## config.mk

```make
export PLATFORM = sky130hd
export DESIGN_NAME = accel_poll_ctrl_flat
export DESIGN_NICKNAME = d
export VERILOG_FILES = /design/src/rtl/accel_poll_ctrl_pkg.sv /design/src/rtl/accel_poll_ctrl_if.sv /design/src/rtl/accel_poll_ctrl_tick.sv /design/src/rtl/accel_poll_ctrl.sv /design/src/flat_wrapper.sv
export SDC_FILE = /design/constraint.sdc
export NUM_CORES = 1
export LEC_CHECK = 0
export CAP_MARGIN = 20
export CORE_ASPECT_RATIO = 1.5
export CORE_MARGIN = 4
export CORE_UTILIZATION = 35
export CTS_CLUSTER_SIZE = 12
export DETAILED_ROUTE_END_ITERATION = 7
export PLACE_DENSITY = 0.66
export REMOVE_ABC_BUFFERS = 1
export SLEW_MARGIN = 25
export SYNTH_ARGS = -nofsm -noshare
export SYNTH_HDL_FRONTEND = slang
export SYNTH_SLANG_ARGS = --single-unit
export TNS_END_PERCENT = 5
```

## constraint.sdc

```tcl
create_clock -name clk_i -period 2.8 [get_ports clk_i]
set_input_delay 0.56 -clock clk_i [delete_from_list [all_inputs] [get_ports clk_i]]
set_output_delay 0.56 -clock clk_i [all_outputs]
set_load 0.03 [all_outputs]
```

## src/rtl/accel_poll_ctrl_pkg.sv

```systemverilog
// Shared types and constants for the accelerometer polling controller:
// FSM states, register map, init payloads and command-word builders.
package accel_poll_ctrl_pkg;

   typedef enum logic [2:0] {
      INIT_REQ,
      INIT_WAIT,
      IDLE,
      RD_REQ,
      RD_WAIT,
      PUBLISH
   } state_e;

   localparam logic [5:0] REG_BW_RATE     = 6'h2C;
   localparam logic [5:0] REG_POWER_CTL   = 6'h2D;
   localparam logic [5:0] REG_DATA_FORMAT = 6'h31;
   localparam logic [5:0] REG_DATAX0      = 6'h32;

   localparam logic [7:0] DATA_FORMAT_VAL = 8'h08;
   localparam logic [7:0] BW_RATE_VAL     = 8'h0A;
   localparam logic [7:0] POWER_CTL_VAL   = 8'h08;

   localparam int INIT_STEPS = 3;
   localparam int READ_STEPS = 6;

   // {R/nW, MB=0, addr[5:0], data[7:0]}
   function automatic logic [15:0] cmd_word(input logic rnw, input logic [5:0] addr,
                                            input logic [7:0] data);
      return {rnw, 1'b0, addr, data};
   endfunction

   function automatic logic [15:0] init_cmd(input logic [2:0] idx);
      case (idx)
         3'd0:    return cmd_word(1'b0, REG_DATA_FORMAT, DATA_FORMAT_VAL);
         3'd1:    return cmd_word(1'b0, REG_BW_RATE, BW_RATE_VAL);
         default: return cmd_word(1'b0, REG_POWER_CTL, POWER_CTL_VAL);
      endcase
   endfunction

   function automatic logic [15:0] read_cmd(input logic [2:0] idx);
      return cmd_word(1'b1, REG_DATAX0 + 6'(idx), 8'h00);
   endfunction

endpackage

```

## src/rtl/accel_poll_ctrl_if.sv

```systemverilog
// Four-phase request/ack link between the poll controller and the SPI sequencer.
interface accel_poll_ctrl_if;
   logic        req_o;
   logic        ack_i;
   logic [15:0] pachet_trimis;
   logic [7:0]  pachet_primit;

   modport master (output req_o, pachet_trimis, input ack_i, pachet_primit);
   modport slave  (input req_o, pachet_trimis, output ack_i, pachet_primit);
endinterface

```

## src/rtl/accel_poll_ctrl_tick.sv

```systemverilog
// Free-running divider; tick_o pulses for one cycle each time the count wraps.
module poll_tick_gen #(
   parameter int POLL_DIV = 100000
) (
   input  logic clk_i,
   input  logic rst_n_i,
   output logic tick_o
);
   localparam int CW = $clog2(POLL_DIV);

   logic [CW-1:0] cnt_q;
   logic          wrap;

   assign wrap = (cnt_q == CW'(POLL_DIV - 1));

   always_ff @(posedge clk_i or negedge rst_n_i) begin
      if (!rst_n_i) begin
         cnt_q  <= '0;
         tick_o <= 1'b0;
      end else begin
         cnt_q  <= wrap ? '0 : cnt_q + 1'b1;
         tick_o <= wrap;
      end
   end
endmodule

```

## src/rtl/accel_poll_ctrl.sv

```systemverilog
// Accelerometer poll controller: one-shot register init, then periodic 6-byte
// axis reads published atomically, with an ack watchdog that forces re-init.
module accel_poll_ctrl
   import accel_poll_ctrl_pkg::*;
#(
   parameter int POLL_DIV    = 100000,
   parameter int ACK_TIMEOUT = 4096
) (
   input  logic                clk_i,
   input  logic                rst_n_i,
   input  logic                enable_i,
   accel_poll_ctrl_if.master   bus,
   output logic signed [15:0]  x_o,
   output logic signed [15:0]  y_o,
   output logic signed [15:0]  z_o,
   output logic                sample_valid_o,
   output logic                init_done_o,
   output logic                err_o
);
   localparam int TW = $clog2(ACK_TIMEOUT + 1);

   state_e          state_q, state_d;
   logic [2:0]      idx_q, idx_d;
   logic [TW-1:0]   to_cnt_q;
   logic            pending_q, tick;
   logic [5:0][7:0] shadow_q;

   logic        req_set, ack_take, rd_capture, timeout, start_rd, publish, init_fin;
   logic        to_hit;
   logic [15:0] cmd_d;

   poll_tick_gen #(.POLL_DIV(POLL_DIV)) u_tick (
      .clk_i  (clk_i),
      .rst_n_i(rst_n_i),
      .tick_o (tick)
   );

   assign to_hit = (to_cnt_q == TW'(ACK_TIMEOUT - 1));

   always_ff @(posedge clk_i or negedge rst_n_i) begin
      if (!rst_n_i) begin
         state_q <= INIT_REQ;
         idx_q   <= '0;
      end else begin
         state_q <= state_d;
         idx_q   <= idx_d;
      end
   end

   always_comb begin
      state_d    = state_q;
      idx_d      = idx_q;
      req_set    = 1'b0;
      ack_take   = 1'b0;
      rd_capture = 1'b0;
      timeout    = 1'b0;
      start_rd   = 1'b0;
      publish    = 1'b0;
      init_fin   = 1'b0;
      cmd_d      = '0;
      case (state_q)
         // a new request only rises once the previous ack has been seen low
         INIT_REQ: if (!bus.ack_i) begin
            req_set = 1'b1;
            cmd_d   = init_cmd(idx_q);
            state_d = INIT_WAIT;
         end
         INIT_WAIT: begin
            if (bus.ack_i) begin
               ack_take = 1'b1;
               if (idx_q == 3'(INIT_STEPS - 1)) begin
                  init_fin = 1'b1;
                  idx_d    = '0;
                  state_d  = IDLE;
               end else begin
                  idx_d   = idx_q + 3'd1;
                  state_d = INIT_REQ;
               end
            end else if (to_hit) begin
               timeout = 1'b1;
            end
         end
         IDLE: if (pending_q && enable_i) begin
            start_rd = 1'b1;
            idx_d    = '0;
            state_d  = RD_REQ;
         end
         RD_REQ: if (!bus.ack_i) begin
            req_set = 1'b1;
            cmd_d   = read_cmd(idx_q);
            state_d = RD_WAIT;
         end
         RD_WAIT: begin
            if (bus.ack_i) begin
               ack_take   = 1'b1;
               rd_capture = 1'b1;
               if (idx_q == 3'(READ_STEPS - 1)) begin
                  idx_d   = '0;
                  state_d = PUBLISH;
               end else begin
                  idx_d   = idx_q + 3'd1;
                  state_d = RD_REQ;
               end
            end else if (to_hit) begin
               timeout = 1'b1;
            end
         end
         PUBLISH: begin
            publish = 1'b1;
            state_d = IDLE;
         end
         default: begin
            idx_d   = '0;
            state_d = INIT_REQ;
         end
      endcase
      if (timeout) begin
         idx_d   = '0;
         state_d = INIT_REQ;
      end
   end

   always_ff @(posedge clk_i or negedge rst_n_i) begin
      if (!rst_n_i) begin
         bus.req_o         <= 1'b0;
         bus.pachet_trimis <= '0;
         to_cnt_q          <= '0;
         pending_q         <= 1'b0;
         shadow_q          <= '0;
         x_o               <= '0;
         y_o               <= '0;
         z_o               <= '0;
         sample_valid_o    <= 1'b0;
         init_done_o       <= 1'b0;
         err_o             <= 1'b0;
      end else begin
         sample_valid_o <= publish;
         if (req_set) begin
            bus.req_o         <= 1'b1;
            bus.pachet_trimis <= cmd_d;
            to_cnt_q          <= '0;
         end else if (ack_take || timeout) begin
            bus.req_o <= 1'b0;
         end else if (bus.req_o) begin
            to_cnt_q <= to_cnt_q + 1'b1;
         end
         // one-deep: a wrap arriving while already pending is lost
         if (start_rd)  pending_q <= 1'b0;
         else if (tick) pending_q <= 1'b1;
         if (rd_capture) shadow_q[idx_q] <= bus.pachet_primit;
         if (publish) begin
            x_o <= {shadow_q[1], shadow_q[0]};
            y_o <= {shadow_q[3], shadow_q[2]};
            z_o <= {shadow_q[5], shadow_q[4]};
         end
         if (timeout)       init_done_o <= 1'b0;
         else if (init_fin) init_done_o <= 1'b1;
         if (timeout) err_o <= 1'b1;
      end
   end
endmodule

```

## src/flat_wrapper.sv

```systemverilog
// flat-port wrapper written by rule: the top's interface ports become plain ports
module accel_poll_ctrl_flat import accel_poll_ctrl_pkg::*;
#(
   parameter int POLL_DIV    = 100000,
   parameter int ACK_TIMEOUT = 4096
)
  (clk_i, rst_n_i, enable_i, x_o, y_o, z_o, sample_valid_o, init_done_o, err_o, bus_req_o, bus_pachet_trimis, bus_ack_i, bus_pachet_primit);
  accel_poll_ctrl_if bus_i ();
  input  logic clk_i;
  input  logic rst_n_i;
  input  logic enable_i;
  output logic signed [15:0] x_o;
  output logic signed [15:0] y_o;
  output logic signed [15:0] z_o;
  output logic sample_valid_o;
  output logic init_done_o;
  output logic err_o;
  output wire logic [$bits(bus_i.req_o)-1:0] bus_req_o;
  output wire logic [$bits(bus_i.pachet_trimis)-1:0] bus_pachet_trimis;
  input wire logic [$bits(bus_i.ack_i)-1:0] bus_ack_i;
  input wire logic [$bits(bus_i.pachet_primit)-1:0] bus_pachet_primit;
  assign bus_req_o = bus_i.req_o;
  assign bus_pachet_trimis = bus_i.pachet_trimis;
  assign bus_i.ack_i = bus_ack_i;
  assign bus_i.pachet_primit = bus_pachet_primit;
  accel_poll_ctrl #(.POLL_DIV(POLL_DIV), .ACK_TIMEOUT(ACK_TIMEOUT)) u_core (.clk_i(clk_i), .rst_n_i(rst_n_i), .enable_i(enable_i), .bus(bus_i), .x_o(x_o), .y_o(y_o), .z_o(z_o), .sample_valid_o(sample_valid_o), .init_done_o(init_done_o), .err_o(err_o));
endmodule
```

==> impl_metrics.toml <==
[run_status]
status = "finished clean"

[clock_network]
cts.htree.levels = 4
cts_tree = "done"
cts.sinks = 147
clock_latency_ns = 0.42
cts_buffer_depth = 2
numCtsBuffers = 17
holdBufCountCts = 0
cts-root-buf = "clkbuf_16"
clkTransAtPathRegs_ns = 0.06
ctsResizeCount = 0
cts_setup_buffers = 0

[sta]
max_freq_ghz = 0.465
setup_tns_ns = 0
relSlewSlack_pct = 61.2
holdWs_ns = 0.0642
finalSetupViolCount = 0
min_period_over_period_pct = 76.8
maxSlewViolCount = 0
skew_ns = 0.00946
tightestPinTransition_ns = 0.578
rsz0062_at_grt = "false"
finalHoldViolations = 0
period_minus_slack_ns = 2.15

[setup_path]
rr_startpoint = "u_core.state_q[0]"
critPathLaunchType = "primary input"
worstPathArrival_ns = 2.49
cp.required_ns = 3.14
crit_path_max_fanout = 16
crit_start = "bus_ack_i"
path_class = "in2reg"
crit_path_end_kind = "flip-flop"
r2r_setup_slack_ns = 0.75

[routing]
drtIter0Drc = 216
dr.pass1.iters = 4
wl_per_cell_microns = 16.7
vias = 4174
drc = 0
drtAntennaViolNets = 0
vias_per_cell = 5.08
wl_mm = 13.7

[power_and_ir_drop]
p_leak_nw = 3.76
power_density_nw_per_um2 = 813
irDropWorstVdd_mv = 0.456

[run]
maxCapViolCount = 0

[die]
num_rows = 60
ios = 80
initial_core_util_pct = 35.8
dieHeight_microns = 174
die_w_microns = 119
design.core.area_sq_um = 18000
die-area_sq_um = 20700

[global_route]
grt_max_degree = 62
antenna_found_initial = 0
grt_pass1_vias = 4437
grt_pass1_wl_mm = 22.9
grt_usage_pct = 13.9
gr-usage-met2_pct = 24.4
gr-usage-met1_pct = 16.0
grt_overflow = 0
top_usage_layer = "met2"
met3_usage_pct = 4.23

[layout]
antennaDiodeCount = 0
num-nets-final = 611
drive_gt1_share_pct = 17.7
stdcell_count = 821
syn_to_final_growth_pct = 22.9

[synth]
synth-edff-count = 0
synth.avg_cell_area_sq_um = 12.6
synthFlopType = "dfrtp_1"
synth-async-reset-ratio_pct = 100
synthCells = 512
synth_area_sq_um = 6440
synth-warning-count = 0
synth_cell_types = 60
yosys_register_bits = 147
yosysSeqAreaShare_pct = 57.1

[placement]
dp.final_hpwl_mm = 9.51
dp.cells = 791
gp_congestion = 0.864
io_buffers = 72

[hold_path]
min_path_type = "in2async"
-- registers in the layout, indices dropped and copies added (netlist names) --
| signal | count |
|---|---|
| u_core.to_cnt_q | 13 |
| u_core.init_done_o | 1 |
| u_core.bus.req_o | 1 |
| u_core.u_tick.cnt_q | 17 |
| u_core.state_q | 3 |
| u_core.sample_valid_o | 1 |
| u_core.y_o | 16 |
| u_core.idx_q | 3 |
| u_core.x_o | 16 |
| u_core.shadow_q | 48 |
| u_core.err_o | 1 |
| u_core.u_tick.tick_o | 1 |
| u_core.bus.pachet_trimis | 9 |
| u_core.pending_q | 1 |
| u_core.z_o | 16 |
-- area by class of cell --
type | instances | area (sq um)
tap | 217 | 272
clock buffer | 25 | 485
sequential | 147 | 3680
timing repair buffer | 82 | 810
fill | 1680 | 10100
clock inverter | 5 | 28.8
inverter | 11 | 41.3
multi-input combinational | 334 | 2610
-- worst paths after layout --
| check | cells after the start | end |
|---|---|---|
| hold / removal | 1 | u_core.init_done_o |
| setup reg to reg | 4 | u_core.y_o[9] |
| hold reg to reg | 1 | u_core.err_o |
| min in group clk_i | 1 | u_core.err_o |
| max in group asynchronous | 2 | u_core.y_o[14] |
| setup / recovery | 5 | u_core.to_cnt_q[11] |
-- critical path, stage by stage --
cell             delay, ns
clkdlybuf4s50_1       0.64
nand2b_1              0.28
o21a_2                0.31
or4b_1                0.53
a21oi_1               0.16
-- synthesized netlist by cell type (2+ instances only) --
| cell | number | area [sq um] |
|---|---|---|
| a211oi_1 | 2 | 15.0 |
| a21oi_1 | 23 | 115 |
| a221oi_1 | 3 | 26.3 |
| a41oi_1 | 2 | 17.5 |
| and3_1 | 5 | 31.3 |
| buf_2 | 9 | 45.0 |
| buf_4 | 9 | 67.6 |
| clkbuf_1 | 8 | 30.0 |
| dfrtp_1 | 147 | 3680 |
| ha_1 | 6 | 75.1 |
| inv_1 | 11 | 41.3 |
| mux2_1 | 48 | 541 |
| mux2_2 | 48 | 541 |
| mux2i_1 | 2 | 20.0 |
| nand2_1 | 27 | 101 |
| nand2_4 | 6 | 67.6 |
| nand2b_1 | 5 | 31.3 |
| nand3_1 | 14 | 70.1 |
| nand3_2 | 2 | 20.0 |
| nand3b_1 | 2 | 15.0 |
| nand4_1 | 3 | 18.8 |
| nand4b_1 | 2 | 17.5 |
| nor2_1 | 32 | 120 |
| nor2_4 | 2 | 22.5 |
| nor2b_1 | 6 | 37.5 |
| nor3_1 | 5 | 25.0 |
| nor4_2 | 2 | 25.0 |
| nor4_4 | 2 | 42.5 |
| o21a_1 | 3 | 22.5 |
| o21ai_0 | 18 | 90.1 |
| o21ai_1 | 5 | 25.0 |
| o22ai_1 | 2 | 12.5 |
| o41ai_1 | 2 | 17.5 |
| or2_1 | 2 | 12.5 |
| or3_1 | 8 | 50.1 |
| xnor2_1 | 11 | 96.3 |
| xor2_1 | 5 | 43.8 |
-- report_power, final --
part | internal (mW) | switching [mW] | total [mW]
Sequential | 2.43 | 0.251 | 2.69
Clock | 1.19 | 0.805 | 1.99
Combinational | 0.736 | 1.02 | 1.76
Total | 4.36 | 2.08 | 6.44
-- per-stage QoR --
| step | total power [mW] | instance area (sq um) | setup slack [ns] | util, % |
|---|---|---|---|---|
| finish | 6.44 | 7920 | 0.649 | 44.0 |
| global route | 6.79 | 7920 | 0.554 | 44.0 |
| CTS | 6.52 | 7920 | 0.687 | 44.0 |
| detailed placement | 4.49 | 7410 | 0.247 | 41.1 |
| global placement | 4.42 | 7410 | 0.295 | 41.1 |
| floorplan | 3.79 | 6320 | 0.257 | - |
-- cells by family (layout without fill, tap and decap cells) --
group	Yosys count	after routing	synth area share [%]
compound gates	69	69	6.45
xor+xnor	17	17	2.60
fa+ha+maj	6	6	1.16
buf+inv	37	123	2.85
flops	147	147	57.1
mux	98	98	17.1
other cells	1	7	0.0582
simple gates	137	137	12.7
-- cells in the final DEF, fill, tap and decap left out, types with 6 or more instances in the layout --
cell type / instances
a21oi_1: 23
buf_4: 9
clkbuf_16: 17
clkdlybuf4s50_1: 71
conb_1: 7
dfrtp_1: 147
ha_1: 6
inv_1: 11
mux2_1: 48
mux2_2: 48
nand2_1: 26
nand2_4: 6
nand3_1: 14
nor2_1: 32
nor2b_1: 6
o21ai_0: 18
or3_1: 8
xnor2_1: 11
-- per-layer routing --
layer | routed length, microns | share of wire, %
met1 | 5830 | 43
met2 | 7070 | 52
met3 | 594 | 4.3
met4 | 212 | 1.5
met5 | 0 | 0
(Power assumes the default switching activity.)
